**src/rtl/conv_scan_counter_pkg.sv**
```systemverilog
// Shared types and width helpers for the convolution coordinate scanner.
package conv_scan_counter_pkg;

  typedef enum logic [1:0] {
    StIdle,
    StScan,
    StDone
  } state_e;

  function automatic int unsigned clog2_min1(input int unsigned v);
    return (v <= 1) ? 1 : $clog2(v);
  endfunction

  // The extra bit keeps the input coordinate signed.
  function automatic int unsigned calc_xw(input int unsigned in_w, input int unsigned k);
    return clog2_min1(in_w + k) + 1;
  endfunction

endpackage

```
**src/rtl/conv_scan_counter_if.sv**
```systemverilog
// Control and coordinate bundle between the layer controller and the scanner.
interface conv_scan_counter_if
  import conv_scan_counter_pkg::*;
#(
  parameter int unsigned OUT_W = 30,
  parameter int unsigned OUT_H = 30,
  parameter int unsigned IN_W  = 30,
  parameter int unsigned CH    = 16,
  parameter int unsigned K     = 3
);
  localparam int unsigned XCW = clog2_min1(OUT_W);
  localparam int unsigned YCW = clog2_min1(OUT_H);
  localparam int unsigned CCW = clog2_min1(CH);
  localparam int unsigned KW  = clog2_min1(K);
  localparam int unsigned XW  = calc_xw(IN_W, K);

  logic                  start;
  logic                  stall;
  logic                  abort;
  logic                  busy;
  logic                  valid;
  logic [XCW-1:0]        x;
  logic [YCW-1:0]        y;
  logic [CCW-1:0]        ch;
  logic [KW-1:0]         kx;
  logic [KW-1:0]         ky;
  logic signed [XW-1:0]  ix;
  logic signed [XW-1:0]  iy;
  logic                  pad;
  logic                  last_term;
  logic                  done;

  modport master (
    output start, stall, abort,
    input  busy, valid, x, y, ch, kx, ky, ix, iy, pad, last_term, done
  );

  modport slave (
    input  start, stall, abort,
    output busy, valid, x, y, ch, kx, ky, ix, iy, pad, last_term, done
  );

endinterface

```
**src/rtl/conv_wrap_counter.sv**
```systemverilog
// Single wrapping counter stage; wrap feeds the inc of the next stage.
module conv_wrap_counter #(
  parameter int unsigned MAX   = 0,
  parameter int unsigned WIDTH = 1
) (
  input  logic             clk,
  input  logic             rst,
  input  logic             clr,
  input  logic             inc,
  output logic [WIDTH-1:0] value,
  output logic             wrap
);
  localparam logic [WIDTH-1:0] MaxV = WIDTH'(MAX);

  logic [WIDTH-1:0] value_q, value_d;

  assign wrap  = inc & (value_q == MaxV);
  assign value = value_q;

  always_comb begin
    value_d = value_q;
    if (clr) begin
      value_d = '0;
    end else if (inc) begin
      value_d = wrap ? '0 : value_q + 1'b1;
    end
  end

  always_ff @(posedge clk) begin
    if (rst) begin
      value_q <= '0;
    end else begin
      value_q <= value_d;
    end
  end

endmodule

```
**src/rtl/conv_scan_counter.sv**
```systemverilog
// Walks every (y, x, ch, ky, kx) term of a conv layer and derives padded input coordinates.
module conv_scan_counter
  import conv_scan_counter_pkg::*;
#(
  parameter int unsigned OUT_W  = 30,
  parameter int unsigned OUT_H  = 30,
  parameter int unsigned IN_W   = 30,
  parameter int unsigned IN_H   = 30,
  parameter int unsigned CH     = 16,
  parameter int unsigned K      = 3,
  parameter int unsigned STRIDE = 1,
  parameter int unsigned PAD    = 1
) (
  input  logic                clk,
  input  logic                rst,
  conv_scan_counter_if.slave  bus
);
  localparam int unsigned XCW = clog2_min1(OUT_W);
  localparam int unsigned YCW = clog2_min1(OUT_H);
  localparam int unsigned CCW = clog2_min1(CH);
  localparam int unsigned KW  = clog2_min1(K);
  localparam int unsigned XW  = calc_xw(IN_W, K);

  localparam logic [XW-1:0]  StrideV = XW'(STRIDE);
  localparam logic [XW-1:0]  PadV    = XW'(PAD);
  localparam logic [XW-1:0]  InWV    = XW'(IN_W);
  localparam logic [XW-1:0]  InHV    = XW'(IN_H);
  localparam logic [KW-1:0]  KLast   = KW'(K - 1);
  localparam logic [CCW-1:0] ChLast  = CCW'(CH - 1);

  state_e state_q, state_d;

  logic [4:0]     inc, wrap;
  logic           clr;
  logic           scan;
  logic [KW-1:0]  kx_cnt, ky_cnt;
  logic [CCW-1:0] ch_cnt;
  logic [XCW-1:0] x_cnt;
  logic [YCW-1:0] y_cnt;
  logic [XW-1:0]  ix_raw, iy_raw;
  logic           ix_out, iy_out;

  assign scan   = (state_q == StScan);
  assign inc[0] = scan & ~bus.stall & ~bus.abort;
  assign inc[4:1] = wrap[3:0];
  assign clr    = scan & bus.abort;

  conv_wrap_counter #(.MAX(K - 1), .WIDTH(KW)) u_kx (
    .clk(clk), .rst(rst), .clr(clr), .inc(inc[0]), .value(kx_cnt), .wrap(wrap[0])
  );
  conv_wrap_counter #(.MAX(K - 1), .WIDTH(KW)) u_ky (
    .clk(clk), .rst(rst), .clr(clr), .inc(inc[1]), .value(ky_cnt), .wrap(wrap[1])
  );
  conv_wrap_counter #(.MAX(CH - 1), .WIDTH(CCW)) u_ch (
    .clk(clk), .rst(rst), .clr(clr), .inc(inc[2]), .value(ch_cnt), .wrap(wrap[2])
  );
  conv_wrap_counter #(.MAX(OUT_W - 1), .WIDTH(XCW)) u_x (
    .clk(clk), .rst(rst), .clr(clr), .inc(inc[3]), .value(x_cnt), .wrap(wrap[3])
  );
  conv_wrap_counter #(.MAX(OUT_H - 1), .WIDTH(YCW)) u_y (
    .clk(clk), .rst(rst), .clr(clr), .inc(inc[4]), .value(y_cnt), .wrap(wrap[4])
  );

  always_comb begin
    state_d = state_q;
    unique case (state_q)
      StIdle:  if (bus.start && !bus.abort) state_d = StScan;
      StScan: begin
        if (bus.abort) begin
          state_d = StIdle;
        end else if (wrap[4]) begin
          state_d = StDone;
        end
      end
      StDone:  state_d = StIdle;
      default: state_d = StIdle;
    endcase
  end

  always_ff @(posedge clk) begin
    if (rst) begin
      state_q <= StIdle;
    end else begin
      state_q <= state_d;
    end
  end

  // Two's-complement wrap in XW bits yields the signed result directly.
  assign ix_raw = XW'(x_cnt) * StrideV + XW'(kx_cnt) - PadV;
  assign iy_raw = XW'(y_cnt) * StrideV + XW'(ky_cnt) - PadV;

  assign ix_out = ix_raw[XW-1] | (ix_raw >= InWV);
  assign iy_out = iy_raw[XW-1] | (iy_raw >= InHV);

  assign bus.busy      = scan;
  assign bus.valid     = scan;
  assign bus.done      = (state_q == StDone);
  assign bus.x         = x_cnt;
  assign bus.y         = y_cnt;
  assign bus.ch        = ch_cnt;
  assign bus.kx        = kx_cnt;
  assign bus.ky        = ky_cnt;
  assign bus.ix        = $signed(ix_raw);
  assign bus.iy        = $signed(iy_raw);
  assign bus.pad       = scan & (ix_out | iy_out);
  assign bus.last_term = scan & (kx_cnt == KLast) & (ky_cnt == KLast) & (ch_cnt == ChLast);

endmodule

```
**src/flat_wrapper.sv**
```systemverilog
// flat-port wrapper written by rule: the top's interface ports become plain ports
module conv_scan_counter_flat import conv_scan_counter_pkg::*;
#(
  parameter int unsigned OUT_W  = 30,
  parameter int unsigned OUT_H  = 30,
  parameter int unsigned IN_W   = 30,
  parameter int unsigned IN_H   = 30,
  parameter int unsigned CH     = 16,
  parameter int unsigned K      = 3,
  parameter int unsigned STRIDE = 1,
  parameter int unsigned PAD    = 1
)
  (clk, rst, bus_start, bus_stall, bus_abort, bus_busy, bus_valid, bus_x, bus_y, bus_ch, bus_kx, bus_ky, bus_ix, bus_iy, bus_pad, bus_last_term, bus_done);
  conv_scan_counter_if #(.OUT_W(OUT_W), .OUT_H(OUT_H), .IN_W(IN_W), .CH(CH), .K(K)) bus_i ();
  input  logic clk;
  input  logic rst;
  input wire logic [$bits(bus_i.start)-1:0] bus_start;
  input wire logic [$bits(bus_i.stall)-1:0] bus_stall;
  input wire logic [$bits(bus_i.abort)-1:0] bus_abort;
  output wire logic [$bits(bus_i.busy)-1:0] bus_busy;
  output wire logic [$bits(bus_i.valid)-1:0] bus_valid;
  output wire logic [$bits(bus_i.x)-1:0] bus_x;
  output wire logic [$bits(bus_i.y)-1:0] bus_y;
  output wire logic [$bits(bus_i.ch)-1:0] bus_ch;
  output wire logic [$bits(bus_i.kx)-1:0] bus_kx;
  output wire logic [$bits(bus_i.ky)-1:0] bus_ky;
  output wire logic [$bits(bus_i.ix)-1:0] bus_ix;
  output wire logic [$bits(bus_i.iy)-1:0] bus_iy;
  output wire logic [$bits(bus_i.pad)-1:0] bus_pad;
  output wire logic [$bits(bus_i.last_term)-1:0] bus_last_term;
  output wire logic [$bits(bus_i.done)-1:0] bus_done;
  assign bus_i.start = bus_start;
  assign bus_i.stall = bus_stall;
  assign bus_i.abort = bus_abort;
  assign bus_busy = bus_i.busy;
  assign bus_valid = bus_i.valid;
  assign bus_x = bus_i.x;
  assign bus_y = bus_i.y;
  assign bus_ch = bus_i.ch;
  assign bus_kx = bus_i.kx;
  assign bus_ky = bus_i.ky;
  assign bus_ix = bus_i.ix;
  assign bus_iy = bus_i.iy;
  assign bus_pad = bus_i.pad;
  assign bus_last_term = bus_i.last_term;
  assign bus_done = bus_i.done;
  conv_scan_counter #(.OUT_W(OUT_W), .OUT_H(OUT_H), .IN_W(IN_W), .IN_H(IN_H), .CH(CH), .K(K), .STRIDE(STRIDE), .PAD(PAD)) u_core (.clk(clk), .rst(rst), .bus(bus_i));
endmodule
```
**config.mk**
```make
export PLATFORM = sky130hd
export DESIGN_NAME = conv_scan_counter_flat
export DESIGN_NICKNAME = d
export VERILOG_FILES = /design/src/rtl/conv_scan_counter_pkg.sv /design/src/rtl/conv_scan_counter_if.sv /design/src/rtl/conv_wrap_counter.sv /design/src/rtl/conv_scan_counter.sv /design/src/flat_wrapper.sv
export SDC_FILE = /design/constraint.sdc
export NUM_CORES = 1
export LEC_CHECK = 0
export BUFFER_PORTS_ARGS = -buffer_cell sky130_fd_sc_hd__buf_2
export CAP_MARGIN = 20
export CELL_PAD_IN_SITES_DETAIL_PLACEMENT = 1
export CELL_PAD_IN_SITES_GLOBAL_PLACEMENT = 2
export CORE_MARGIN = 1.5
export CORE_UTILIZATION = 33
export DETAILED_ROUTE_END_ITERATION = 16
export PLACE_DENSITY_LB_ADDON = 0.1
export SYNTH_ARGS = -nofsm -noshare
export SYNTH_HDL_FRONTEND = slang
export SYNTH_SLANG_ARGS = --single-unit
```
**constraint.sdc**
```tcl
create_clock -name clk -period 6.1 [get_ports clk]
set_input_delay 0.305 -clock clk [delete_from_list [all_inputs] [get_ports clk]]
set_output_delay 0.305 -clock clk [all_outputs]
set_load 0.03 [all_outputs]
```
==> impl_summary.md <==
Outcome
The flow ran to the end, and the final reports show no timing, DRC or antenna violations.

Pwr
Of the total power, the share spent switching nets is 0.232. The analysis attributes to net switching a power of 0.0587 mW. The combinational fraction of design power is 0.078.

The internal portion of the total power is 0.195 mW. The static leakage is 0.859 nW. The worst IR drop on VDD is 0.000122 V. The total power divided by cell area is 136 nW/µm².

The share of power burned in the clock network is 0.403. The share of total power dissipated in sequential elements is 0.519.

Synthesis
The most used flip-flop cell after synthesis is sky130_fd_sc_hd__dfxtp_1. The biggest area contributor in the post-synthesis netlist is sky130_fd_sc_hd__dfxtp_1. The total of warnings raised by yosys is 0. For this run, asynchronously set or reset flops after synthesis account for 0. The mapped cell area is 1570 µm².

The number of standard cells after synthesis is 185. The number of library cell types mapped by synthesis is 50. The share of the Yosys chip area taken by registers is 0.255. The share of synthesized area in the top cell type comes to 0.255. The post-synthesis net count is 206. The number of synthesized flops with an enable pin is 0. The synthesized design contains 20 register bits. A synthesized cell averages 8.50 µm². After synthesis, the cell types taking the most area are sky130_fd_sc_hd__dfxtp_1, sky130_fd_sc_hd__ha_1, sky130_fd_sc_hd__xor2_1.

Drt
Detailed routing inserted a total of 1,487 vias. Using the TritonRoute via totals, the vias-per-cell ratio works out to 5.41. The post-route antenna net violation count is 0. The DRC violation count after routing is 0. The average wire per cell in the routed design is 14.8 µm. The total detailed-routing wirelength is 4080 µm.

The first-pass iteration count of the detailed router is 4. In this run, the number of DRC markers left after iteration 0 of detailed routing was 54.

Clock tree
The number of setup buffers added after CTS is 0. The clock edge transition at the registers on the reported setup and hold paths is 80 ps. The post-CTS resize count is 0.

The clock reaches the later pin of the worst-skew pair after 260 ps. The cell at the root of the clock tree is sky130_fd_sc_hd__clkbuf_8. The H-tree level count is 1.

The number of clock buffers added by TritonCTS is 3. TritonCTS built the clock tree. The clock net sink count is 20. The maximum number of buffers from clock root to sink is 2. The number of hold-repair buffers added at the cts stage is 0.

Worst setup path
The worst path required time is 5790 ps. The buffering stage count on the worst path with inverters included is 1. The signal arrival time at the worst endpoint is 3040 ps. By startpoint and endpoint, the worst setup path is classified as reg2out. The slowest stage of the critical path belongs to the cell sky130_fd_sc_hd__fa_1.

The critical path goes through ha_1 > fa_1 > or3b_1 > and4_1 > a211o_1 > o41ai_2 > o311ai_1 > buf_2. The cell family contributing the most delay on the critical path is adder cells. The worst setup path is captured at an output port. The type of element launching the critical path is a flip-flop. In this run the worst path has a maximum fanout of 6. The worst register-to-register path has a setup slack of 4070 ps.

The delay of the slowest cell on the worst path is 520 ps.

STA
The final number of hold-violating endpoints is 0. Setup repair after global routing left no endpoint under its margin. In this run the tightest slew margin relative to its limit is 0.665. The slew at the pin closest to its max-slew limit is 495 ps. The smallest clock period supported by the final layout is computed as 3350 ps. Dividing the final minimum period by the clock period gives 0.549. The final clock skew is 3.73 ps. Derived from the worst setup path, the maximum achievable clock frequency is 299 MHz. The total of endpoints with negative setup slack in the final report is 0. The total negative slack is 0 ps. The total count of max-transition violations in the final report came to 0.

Global route
The pin count of the biggest net entering global routing is 13. The initial antenna violation count is 0. The first global-routing pass estimated 7110 µm of wire. For this run, the total global-route usage over all layers was measured as 0.169. The total global routing overflow is 0. The via count of the first global-routing pass is 1,557.

Min path
In this run the worst hold path is classified as in2reg.

Floorplanning
Measured along the y axis, the die boundary spans 72.0 µm. The standard-cell row count is 24. The number of primary I/O pins is 42. The die area is 5190 µm². For this configuration, the core starts out at a cell density of 0.352. The overall die width is 72.0 µm. The floorplan step defined a core boundary enclosing 4470 µm².

Final layout
The relative area change from synthesis to final layout is 18.3%. After the last flow step, the layout net total stands at 245. The number of antenna cells inserted is 0. Excluding fillers, the count of instances in the completed layout stands at 275. The proportion of layout cells with a drive suffix above 1 is 0.229.

Placement
The placed instance count is 271. The placed wire-length estimate after detailed placement is 3300 µm. Port buffering added 41 buffers.

The placer's final routability congestion estimate is 0.875.

Job
Across the run, the number of max-cap violations was 0.
logic make-up after synthesis:
logic type / after synthesis / synth area share
and+or+nand+nor: 79 / 0.314
buffers and inverters: 24 / 0.0644
adders and majority gates: 16 / 0.137
muxes: 3 / 0.0199
DFF: 20 / 0.255
AOI/OAI and AO/OA: 28 / 0.126
xor gates and xnor gates: 15 / 0.0835
per-stage QoR:
step                      worst slack, ps  hold WS, ps  utilization  cell area [µm²]  power (mW)
after detailed placement             3070          474        0.404             1810       0.155
after global routing                 2520          240        0.416             1860       0.266
after CTS                            2730          230        0.416             1860       0.259
after floorplan                      2420          382            -             1570       0.149
final                                2750          235        0.416             1860       0.253
after global placement               3180          448        0.404             1810       0.154
power groups by stage:
stage | registers, mW | clock network, mW | logic [mW]
floorplan | 0.135 | 0 | 0.0141
global placement | 0.134 | 0 | 0.0195
detailed placement | 0.134 | 0 | 0.0201
CTS | 0.131 | 0.107 | 0.0201
global route | 0.132 | 0.112 | 0.0217
finish | 0.131 | 0.102 | 0.0198
layout make-up:
class,instances,area [µm²]
Tap cell,52,65.1
Multi-Input combinational cell,141,1070
Sequential cell,20,400
Timing Repair Buffer,41,205
Inverter,17,63.8
Fill cell,567,2610
Clock buffer,4,55.1
synthesized netlist by cell type, types with 2 or more instances:
library cell	count
sky130_fd_sc_hd__nand4_1	6
sky130_fd_sc_hd__mux2i_1	2
sky130_fd_sc_hd__xor2_1	9
sky130_fd_sc_hd__dfxtp_1	20
sky130_fd_sc_hd__nand2_1	8
sky130_fd_sc_hd__and2_1	2
sky130_fd_sc_hd__or3_1	4
sky130_fd_sc_hd__a21o_1	3
sky130_fd_sc_hd__clkbuf_1	5
sky130_fd_sc_hd__a211oi_1	2
sky130_fd_sc_hd__and4_1	2
sky130_fd_sc_hd__or2_1	3
sky130_fd_sc_hd__nor4_1	4
sky130_fd_sc_hd__fa_1	2
sky130_fd_sc_hd__nor3b_1	2
sky130_fd_sc_hd__o21ai_0	4
sky130_fd_sc_hd__nor4_4	2
sky130_fd_sc_hd__a31oi_1	2
sky130_fd_sc_hd__nand2b_1	5
sky130_fd_sc_hd__inv_1	17
sky130_fd_sc_hd__nor2b_1	2
sky130_fd_sc_hd__nand3_1	2
sky130_fd_sc_hd__nor3_1	5
sky130_fd_sc_hd__a211o_1	2
sky130_fd_sc_hd__xnor2_1	6
sky130_fd_sc_hd__a21oi_1	7
sky130_fd_sc_hd__nor2_1	19
sky130_fd_sc_hd__and3_1	3
sky130_fd_sc_hd__ha_1	14
layout by cell type (no fill, tap or decap), types with 2 or more instances in the layout:
cell type,synthesis,layout
sky130_fd_sc_hd__buf_2,0,41
sky130_fd_sc_hd__dfxtp_1,20,20
sky130_fd_sc_hd__nor2_1,19,19
sky130_fd_sc_hd__inv_1,17,17
sky130_fd_sc_hd__ha_1,14,14
sky130_fd_sc_hd__xor2_1,9,9
sky130_fd_sc_hd__nand2_1,8,8
sky130_fd_sc_hd__a21oi_1,7,7
sky130_fd_sc_hd__nand4_1,6,6
sky130_fd_sc_hd__xnor2_1,6,6
sky130_fd_sc_hd__nand2b_1,5,5
sky130_fd_sc_hd__nor3_1,5,5
sky130_fd_sc_hd__or3_1,4,4
sky130_fd_sc_hd__nor4_1,4,4
sky130_fd_sc_hd__o21ai_0,4,4
sky130_fd_sc_hd__clkbuf_8,0,4
sky130_fd_sc_hd__a21o_1,3,3
sky130_fd_sc_hd__or2_1,3,3
sky130_fd_sc_hd__and3_1,3,3
sky130_fd_sc_hd__and4_1,2,2
sky130_fd_sc_hd__a31oi_1,2,2
sky130_fd_sc_hd__and2_1,2,2
sky130_fd_sc_hd__nor3b_1,2,2
sky130_fd_sc_hd__a211o_1,2,2
sky130_fd_sc_hd__mux2i_1,2,2
sky130_fd_sc_hd__nor2b_1,2,2
sky130_fd_sc_hd__nand3_1,2,2
sky130_fd_sc_hd__nor4_4,2,2
sky130_fd_sc_hd__a211oi_1,2,2
sky130_fd_sc_hd__fa_1,2,2
flip-flops by register name (all words and copies together), names as in the netlist:
register and flops:
u_core.u_ch.value 4, u_core.u_y.value 5, u_core.u_x.value 5, u_core.u_ky.value 2, u_core.u_kx.value 2, u_core.state_q 2
worst paths after layout:
kind,startpoint,to,cells after the start
setup / recovery,u_core.u_y.value[0],bus_pad,8
hold / removal,rst,u_core.state_q[1],2
setup reg to reg,u_core.u_ch.value[0],u_core.u_y.value[1],6
hold reg to reg,u_core.state_q[1],u_core.state_q[0],1
routing by layer:
metal  wire, µm  vias up  global-route usage
li1           -      730                   -
met1       1860      717               0.208
met2       2040       35               0.310
met3        133        5              0.0194
met4         44        0              0.0440
met5          0        -                   0
Power figures use the tool's default switching activity.
